==> src/rtl/multi_pwm_if.sv <==
// Control/status bundle for the multi-channel PWM block.
// Master side (software/bus glue) drives run control and parameters,
// slave side (the PWM core) returns the outputs and the counter value.
interface multi_pwm_if #(
    parameter int DATA_WIDTH = 16,
    parameter int NCH        = 4
);
    logic                      i_en;
    logic                      i_mode;
    logic [DATA_WIDTH-1:0]     i_ovf;
    logic [NCH*DATA_WIDTH-1:0] i_dc;
    logic [NCH-1:0]            i_pol;
    logic                      i_upd;
    logic [NCH-1:0]            o_pwm;
    logic                      o_period;
    logic [DATA_WIDTH-1:0]     o_cnt;

    modport master (
        output i_en, i_mode, i_ovf, i_dc, i_pol, i_upd,
        input  o_pwm, o_period, o_cnt
    );

    modport slave (
        input  i_en, i_mode, i_ovf, i_dc, i_pol, i_upd,
        output o_pwm, o_period, o_cnt
    );
endinterface

==> src/rtl/multi_pwm.sv <==
// NCH-channel PWM generator sharing one period counter.
// Edge- or centre-aligned counting, per-channel polarity, and a shadow
// register set that only becomes active on a period boundary (or while
// stopped) so parameter updates never produce a truncated pulse.
module multi_pwm #(
    parameter int DATA_WIDTH = 16,
    parameter int NCH        = 4
) (
    input  logic      i_clk,
    input  logic      i_rst_n,
    multi_pwm_if.slave bus
);
    typedef logic [DATA_WIDTH-1:0] cnt_t;

    // shadow and active parameter sets
    logic                            r_sh_mode, r_act_mode;
    cnt_t                            r_sh_ovf, r_act_ovf;
    logic [NCH-1:0][DATA_WIDTH-1:0]  r_sh_dc, r_act_dc;
    logic [NCH-1:0]                  r_sh_pol, r_act_pol;
    logic                            r_pend;

    // counter state
    cnt_t           r_cnt;
    logic           r_dir_up;
    logic           r_pe;       // r_cnt currently holds the first count of a period
    logic [NCH-1:0] r_pwm;
    logic           r_period;

    cnt_t           w_cnt_nxt;
    logic           w_dir_nxt;
    logic           w_edge;
    logic           w_period_end;
    logic           w_load;
    logic [NCH-1:0] w_raw;

    // next count; centre mode with ovf=0 degenerates to edge counting
    always_comb begin
        w_edge    = ~r_act_mode | (r_act_ovf == '0);
        w_cnt_nxt = '0;
        w_dir_nxt = 1'b1;
        if (w_edge || (r_cnt > r_act_ovf)) begin
            // also catches an out-of-range count in centre mode
            w_cnt_nxt = (r_cnt >= r_act_ovf) ? '0 : r_cnt + cnt_t'(1);
        end else if (r_dir_up) begin
            if (r_cnt == r_act_ovf) begin
                w_cnt_nxt = r_cnt - cnt_t'(1);
                w_dir_nxt = 1'b0;
            end else begin
                w_cnt_nxt = r_cnt + cnt_t'(1);
            end
        end else begin
            w_cnt_nxt = (r_cnt == '0) ? '0 : r_cnt - cnt_t'(1);
            w_dir_nxt = 1'b0;
        end
        // every return to 0 starts a new period counting up
        if (w_cnt_nxt == '0) begin
            w_dir_nxt = 1'b1;
        end
        w_period_end = bus.i_en & (w_cnt_nxt == '0);
        w_load       = ~bus.i_en | w_period_end;
    end

    // shadow capture and boundary transfer to the active set; a capture on
    // the boundary edge wins over the pend clear so the new values wait a period
    always_ff @(posedge i_clk or negedge i_rst_n) begin
        if (!i_rst_n) begin
            r_sh_mode  <= 1'b0;
            r_sh_ovf   <= '0;
            r_sh_dc    <= '0;
            r_sh_pol   <= '0;
            r_act_mode <= 1'b0;
            r_act_ovf  <= '0;
            r_act_dc   <= '0;
            r_act_pol  <= '0;
            r_pend     <= 1'b0;
        end else begin
            if (w_load && r_pend) begin
                r_act_mode <= r_sh_mode;
                r_act_ovf  <= r_sh_ovf;
                r_act_dc   <= r_sh_dc;
                r_act_pol  <= r_sh_pol;
                r_pend     <= 1'b0;
            end
            if (bus.i_upd) begin
                r_sh_mode <= bus.i_mode;
                r_sh_ovf  <= bus.i_ovf;
                r_sh_dc   <= bus.i_dc;
                r_sh_pol  <= bus.i_pol;
                r_pend    <= 1'b1;
            end
        end
    end

    // period counter; held at 0 counting up while stopped
    always_ff @(posedge i_clk or negedge i_rst_n) begin
        if (!i_rst_n) begin
            r_cnt    <= '0;
            r_dir_up <= 1'b1;
        end else if (!bus.i_en) begin
            r_cnt    <= '0;
            r_dir_up <= 1'b1;
        end else begin
            r_cnt    <= w_cnt_nxt;
            r_dir_up <= w_dir_nxt;
        end
    end

    // per-channel compare against the active duty
    for (genvar k = 0; k < NCH; k++) begin : g_ch
        assign w_raw[k] = (r_cnt < r_act_dc[k]);
    end

    // registered outputs; o_period lines up with the o_pwm sample of count 0
    always_ff @(posedge i_clk or negedge i_rst_n) begin
        if (!i_rst_n) begin
            r_pwm    <= '0;
            r_period <= 1'b0;
            r_pe     <= 1'b1;
        end else if (!bus.i_en) begin
            r_pwm    <= r_act_pol;
            r_period <= 1'b0;
            r_pe     <= 1'b1;
        end else begin
            r_pwm    <= w_raw ^ r_act_pol;
            r_period <= r_pe;
            r_pe     <= w_period_end;
        end
    end

    assign bus.o_pwm    = r_pwm;
    assign bus.o_period = r_period;
    assign bus.o_cnt    = r_cnt;
endmodule

==> src/flat_wrapper.sv <==
// flat-port wrapper written by rule: the top's interface ports become plain ports
module multi_pwm_flat 
#(
    parameter int DATA_WIDTH = 16,
    parameter int NCH        = 4
)
  (i_clk, i_rst_n, bus_i_en, bus_i_mode, bus_i_ovf, bus_i_dc, bus_i_pol, bus_i_upd, bus_o_pwm, bus_o_period, bus_o_cnt);
  multi_pwm_if #(.DATA_WIDTH(DATA_WIDTH), .NCH(NCH)) bus_i ();
  input  logic i_clk;
  input  logic i_rst_n;
  input wire logic [$bits(bus_i.i_en)-1:0] bus_i_en;
  input wire logic [$bits(bus_i.i_mode)-1:0] bus_i_mode;
  input wire logic [$bits(bus_i.i_ovf)-1:0] bus_i_ovf;
  input wire logic [$bits(bus_i.i_dc)-1:0] bus_i_dc;
  input wire logic [$bits(bus_i.i_pol)-1:0] bus_i_pol;
  input wire logic [$bits(bus_i.i_upd)-1:0] bus_i_upd;
  output wire logic [$bits(bus_i.o_pwm)-1:0] bus_o_pwm;
  output wire logic [$bits(bus_i.o_period)-1:0] bus_o_period;
  output wire logic [$bits(bus_i.o_cnt)-1:0] bus_o_cnt;
  assign bus_i.i_en = bus_i_en;
  assign bus_i.i_mode = bus_i_mode;
  assign bus_i.i_ovf = bus_i_ovf;
  assign bus_i.i_dc = bus_i_dc;
  assign bus_i.i_pol = bus_i_pol;
  assign bus_i.i_upd = bus_i_upd;
  assign bus_o_pwm = bus_i.o_pwm;
  assign bus_o_period = bus_i.o_period;
  assign bus_o_cnt = bus_i.o_cnt;
  multi_pwm #(.DATA_WIDTH(DATA_WIDTH), .NCH(NCH)) u_core (.i_clk(i_clk), .i_rst_n(i_rst_n), .bus(bus_i));
endmodule
==> config.mk <==
export PLATFORM = sky130hd
export DESIGN_NAME = multi_pwm_flat
export DESIGN_NICKNAME = d
export VERILOG_FILES = /design/src/rtl/multi_pwm_if.sv /design/src/rtl/multi_pwm.sv /design/src/flat_wrapper.sv
export SDC_FILE = /design/constraint.sdc
export NUM_CORES = 1
export LEC_CHECK = 0
export BUFFER_PORTS_ARGS = -buffer_cell sky130_fd_sc_hd__buf_2
export CAP_MARGIN = 30
export CORE_MARGIN = 10
export CORE_UTILIZATION = 46
export DETAILED_ROUTE_END_ITERATION = 6
export PLACE_DENSITY = 0.76
export SYNTH_ARGS = -nofsm -noshare
export SYNTH_HDL_FRONTEND = slang
export SYNTH_SLANG_ARGS = --single-unit
==> constraint.sdc <==
create_clock -name i_clk -period 4.5 [get_ports i_clk]
set_clock_uncertainty 0.1 [all_clocks]
set_input_delay 0.9 -clock i_clk [delete_from_list [all_inputs] [get_ports i_clk]]
set_output_delay 0.9 -clock i_clk [all_outputs]
set_load 0.01 [all_outputs]
==> Implementation_results.wiki <==
{| class="wikitable"
! Metric !! Value
|-
| Growth of design area from synthesis to finish || 13.0%
|-
| Synthesized instance count || 1347
|-
| Hold-fix buffer count after cts || 0
|-
| Final std cell area, no fill || 13500 µm²
|-
| Fraction of the cycle the final worst path needs || 0.934
|-
| Biggest area contributors in the synthesized netlist || dfrtp_1 (40%), nand2_1 (8.9%), ha_1 (8.3%)
|-
| Met3 wire length || 2740 µm
|-
| Post-synth design cell area || 11900 µm²
|-
| Via count of the first global-routing pass || 10500
|-
| Aggregate global routing overflow || 0
|-
| Vertical extent of the die || 181 µm
|-
| Layout cells sized above 1 || 0.203
|-
| Element type at the critical path start || flip-flop
|-
| Total core area || 25300 µm²
|-
| Number of placement rows || 58
|-
| Via count of the routed design || 10600
|-
| Port Buffers || 109
|-
| Initial antenna violation count || 1
|-
| Average via count per standard cell || 6.03
|-
| Largest area contributor in the synthesized netlist || dfrtp_1
|-
| Top FF cell, synth || dfrtp_1
|-
| Data arrival time of the worst path || 4.42 ns
|-
| Leading post-synthesis cells by instance count || nand2_1 (282), dfrtp_1 (192), nor2_1 (121), nand4_1 (97), o211ai_1 (86)
|-
| Weighted congestion reported at the end of routability-driven placement || 0.970
|-
| First drt pass iteration count || 6
|-
| CTS clock-pin slew for the worst setup and hold paths || 0.08 ns
|-
| Die Area || 32700 µm²
|-
| Number of storage elements in the synthesis netlist || 194
|-
| Maximum number of pins on one net before global-route repair || 110
|-
| Antenna Violating Nets Remaining || 0
|-
| Worst ir drop on vdd || 0.498 mV
|-
| Worst slew slack as a fraction of its limit || 0.328
|-
| Maximum clock path buffer count || 2
|-
| Root cell of the clock tree || clkbuf_16
|-
| Global-route wire length before repair || 56800 µm
|-
| Most frequent cell after synthesis || nand2_1
|-
| Result of the run || finished clean
|-
| Final setup TNS || 0 ns
|-
| Mean instance size in the synthesized netlist || 8.84 µm²
|-
| Final HPWL DP || 23000 µm
|-
| Hold Fails Final Rpt || 0
|-
| Final WL || 35200 µm
|-
| Global router's overall resource usage || 0.209
|-
| Minimum setup slack after placement || 0.389 ns
|-
| Post-CTS setup-driven buffer insertion count || 0
|-
| Required time of the critical path || 4.72 ns
|-
| Post-layout net count || 1581
|-
| Width of the die || 181 µm
|-
| Category of the critical setup timing path || reg2reg
|-
| Slew at the pin closest to its max-slew limit || 1.01 ns
|-
| Number of top-level pins || 110
|-
| Post-Syn Nets || 1515
|-
| Biggest fanout along the worst timing path || 35
|-
| Hold/Removal Path Class || in2async
|-
| WL met1 || 15100 µm
|-
| Share of async-settable or async-resettable flops after synthesis || 1.00
|-
| H-tree levels || 4
|-
| Number of buffers created by CTS || 17
|-
| Yosys warns || 0
|-
| Yosys cell types || 61
|-
| CTS resizes || 0
|-
| Clock latency at the later pin of the worst-skew pair || 0.45 ns
|-
| Final min period || 4.20 ns
|-
| Initial core utilization || 0.470
|-
| Clock tree from TritonCTS || done
|-
| Post-layout worst setup margin || 0.296 ns
|-
| CTS sink count || 194
|-
| First-iteration detailed-routing DRC count || 1244
|-
| Max Cap Viol || 0
|-
| Leakage power total || 6.39 nW
|-
| Number of DRC violations after detailed routing || 0
|-
| Share of the yosys chip area belonging to registers || 0.408
|-
| Routed WL per cell || 20.0 µm
|-
| Top achievable clock speed || 238 MHz
|-
| Highest Signal Layer || met4
|-
| Number of max-slew violations in the final report || 0
|-
| Count of flip-flops with a built-in enable after synthesis || 0
|-
| Power per standard cell area || 528 nW/µm²
|-
| Crit path capture type || flip-flop
|-
| Fraction of synthesized cell area taken by the top area cell type || 0.404
|-
| Placement-stage cell area || 12900 µm²
|-
| Setup repair after global routing missed its margin || false
|-
| Final setup violating endpoints || 0
|-
| Met2 routed WL || 16300 µm
|}
[final timing paths]
check / slack (ns) / endpoint / from / cells after the start
min: 0.36 / u_core.r_sh_ovf[10] / i_rst_n / 2
max: 0.30 / u_core.r_act_dc[52] / u_core.bus.o_cnt[0] / 12
max in group asynchronous: 2.96 / u_core.r_act_dc[50] / i_rst_n / 3
max reg2reg: 0.30 / u_core.r_act_dc[52] / u_core.bus.o_cnt[0] / 12
min in group i_clk: 0.40 / u_core.bus.o_pwm[3] / u_core.r_act_pol[3] / 1
min reg2reg: 0.40 / u_core.bus.o_pwm[3] / u_core.r_act_pol[3] / 1
[cell type report]
type,instances,area [µm²]
fill,2243,11900
multi-input combinational,969,6340
sequential,194,4860
timing repair buffer,149,965
clock buffer,17,425
tap,330,413
inverter,82,308
clock inverter,15,140
antenna,1,2.50
[sequential cells by signal, summed over array words and instances (netlist names)]
name and count:
u_core.r_sh_ovf 16, u_core.r_sh_pol 4, u_core.r_sh_mode 1, u_core.bus.o_pwm 4, u_core.bus.o_period 1, u_core.r_act_pol 4
u_core.r_act_mode 1, u_core.r_act_dc 64, u_core.r_pe 1, u_core.r_sh_dc 64, u_core.r_dir_up 1, u_core.r_act_ovf 16
u_core.bus.o_cnt 16, u_core.r_pend 1
[per-stage QoR]
step	hold WS, ns	total power [W]	cells	utilization
final	0.363	0.00710	1757	0.531
after global routing	0.408	0.00757	1756	0.531
after CTS	0.399	0.00708	1755	0.530
after detailed placement	0.390	0.00557	1723	0.508
after global placement	0.376	0.00546	1723	0.508
after floorplan	0.346	0.00468	1347	-
[cell families (layout without fill, tap and decap cells)]
| kind of cell | Yosys count | count (layout) | share of synthesized area |
|---|---|---|---|
| buffers and inverters | 184 | 263 | 0.0637 |
| multiplexers | 85 | 85 | 0.0804 |
| AND/OR/NAND/NOR | 584 | 584 | 0.224 |
| XOR/XNOR | 27 | 27 | 0.0199 |
| adder cells (fa/ha/maj) | 79 | 79 | 0.0830 |
| flip-flops | 194 | 194 | 0.408 |
| other | 0 | 1 | 0 |
| AO/OA/AOI/OAI | 194 | 194 | 0.121 |
[report_power, final]
part | internal [W] | total [W] | switching, W
registers | 0.00224 | 0.00262 | 0.000377
clock network | 0.000734 | 0.00151 | 0.000776
logic | 0.00113 | 0.00297 | 0.00185
total | 0.00410 | 0.00710 | 0.00300
[cells in the final DEF (no fill, tap or decap), drive strengths merged, types with 7 or more instances in the layout]
cell type	instances
nand2	282
dfrtp	192
buf	148
nor2	122
nand4	97
inv	91
o211ai	86
mux2	85
ha	79
a21oi	26
a21o	22
clkbuf	18
xnor2	17
nor3	16
nand3	12
a211oi	11
nor4	10
xor2	10
o21ai	9
or4	8
nor2b	7
[critical path, stage by stage, from the launching register on]
cell and delay (ns):
dfrtp_1 0.39, inv_1 0.18, ha_1 0.24, or4b_2 0.71
nor4_1 0.33, xnor2_1 0.17, nor3_1 0.09, a22oi_1 0.31
o21ai_1 0.16, a2111oi_4 0.40, and4_2 0.58, buf_12 0.26
o211ai_1 0.13
[per-layer routing]
layer | GRT usage | vias up
met3 | 0.0448 | 65
li1 | - | 4846
met5 | 0 | -
met2 | 0.330 | 488
met4 | 0.0794 | 0
met1 | 0.276 | 5204
Note: power is estimated with default switching activity, not from simulation.
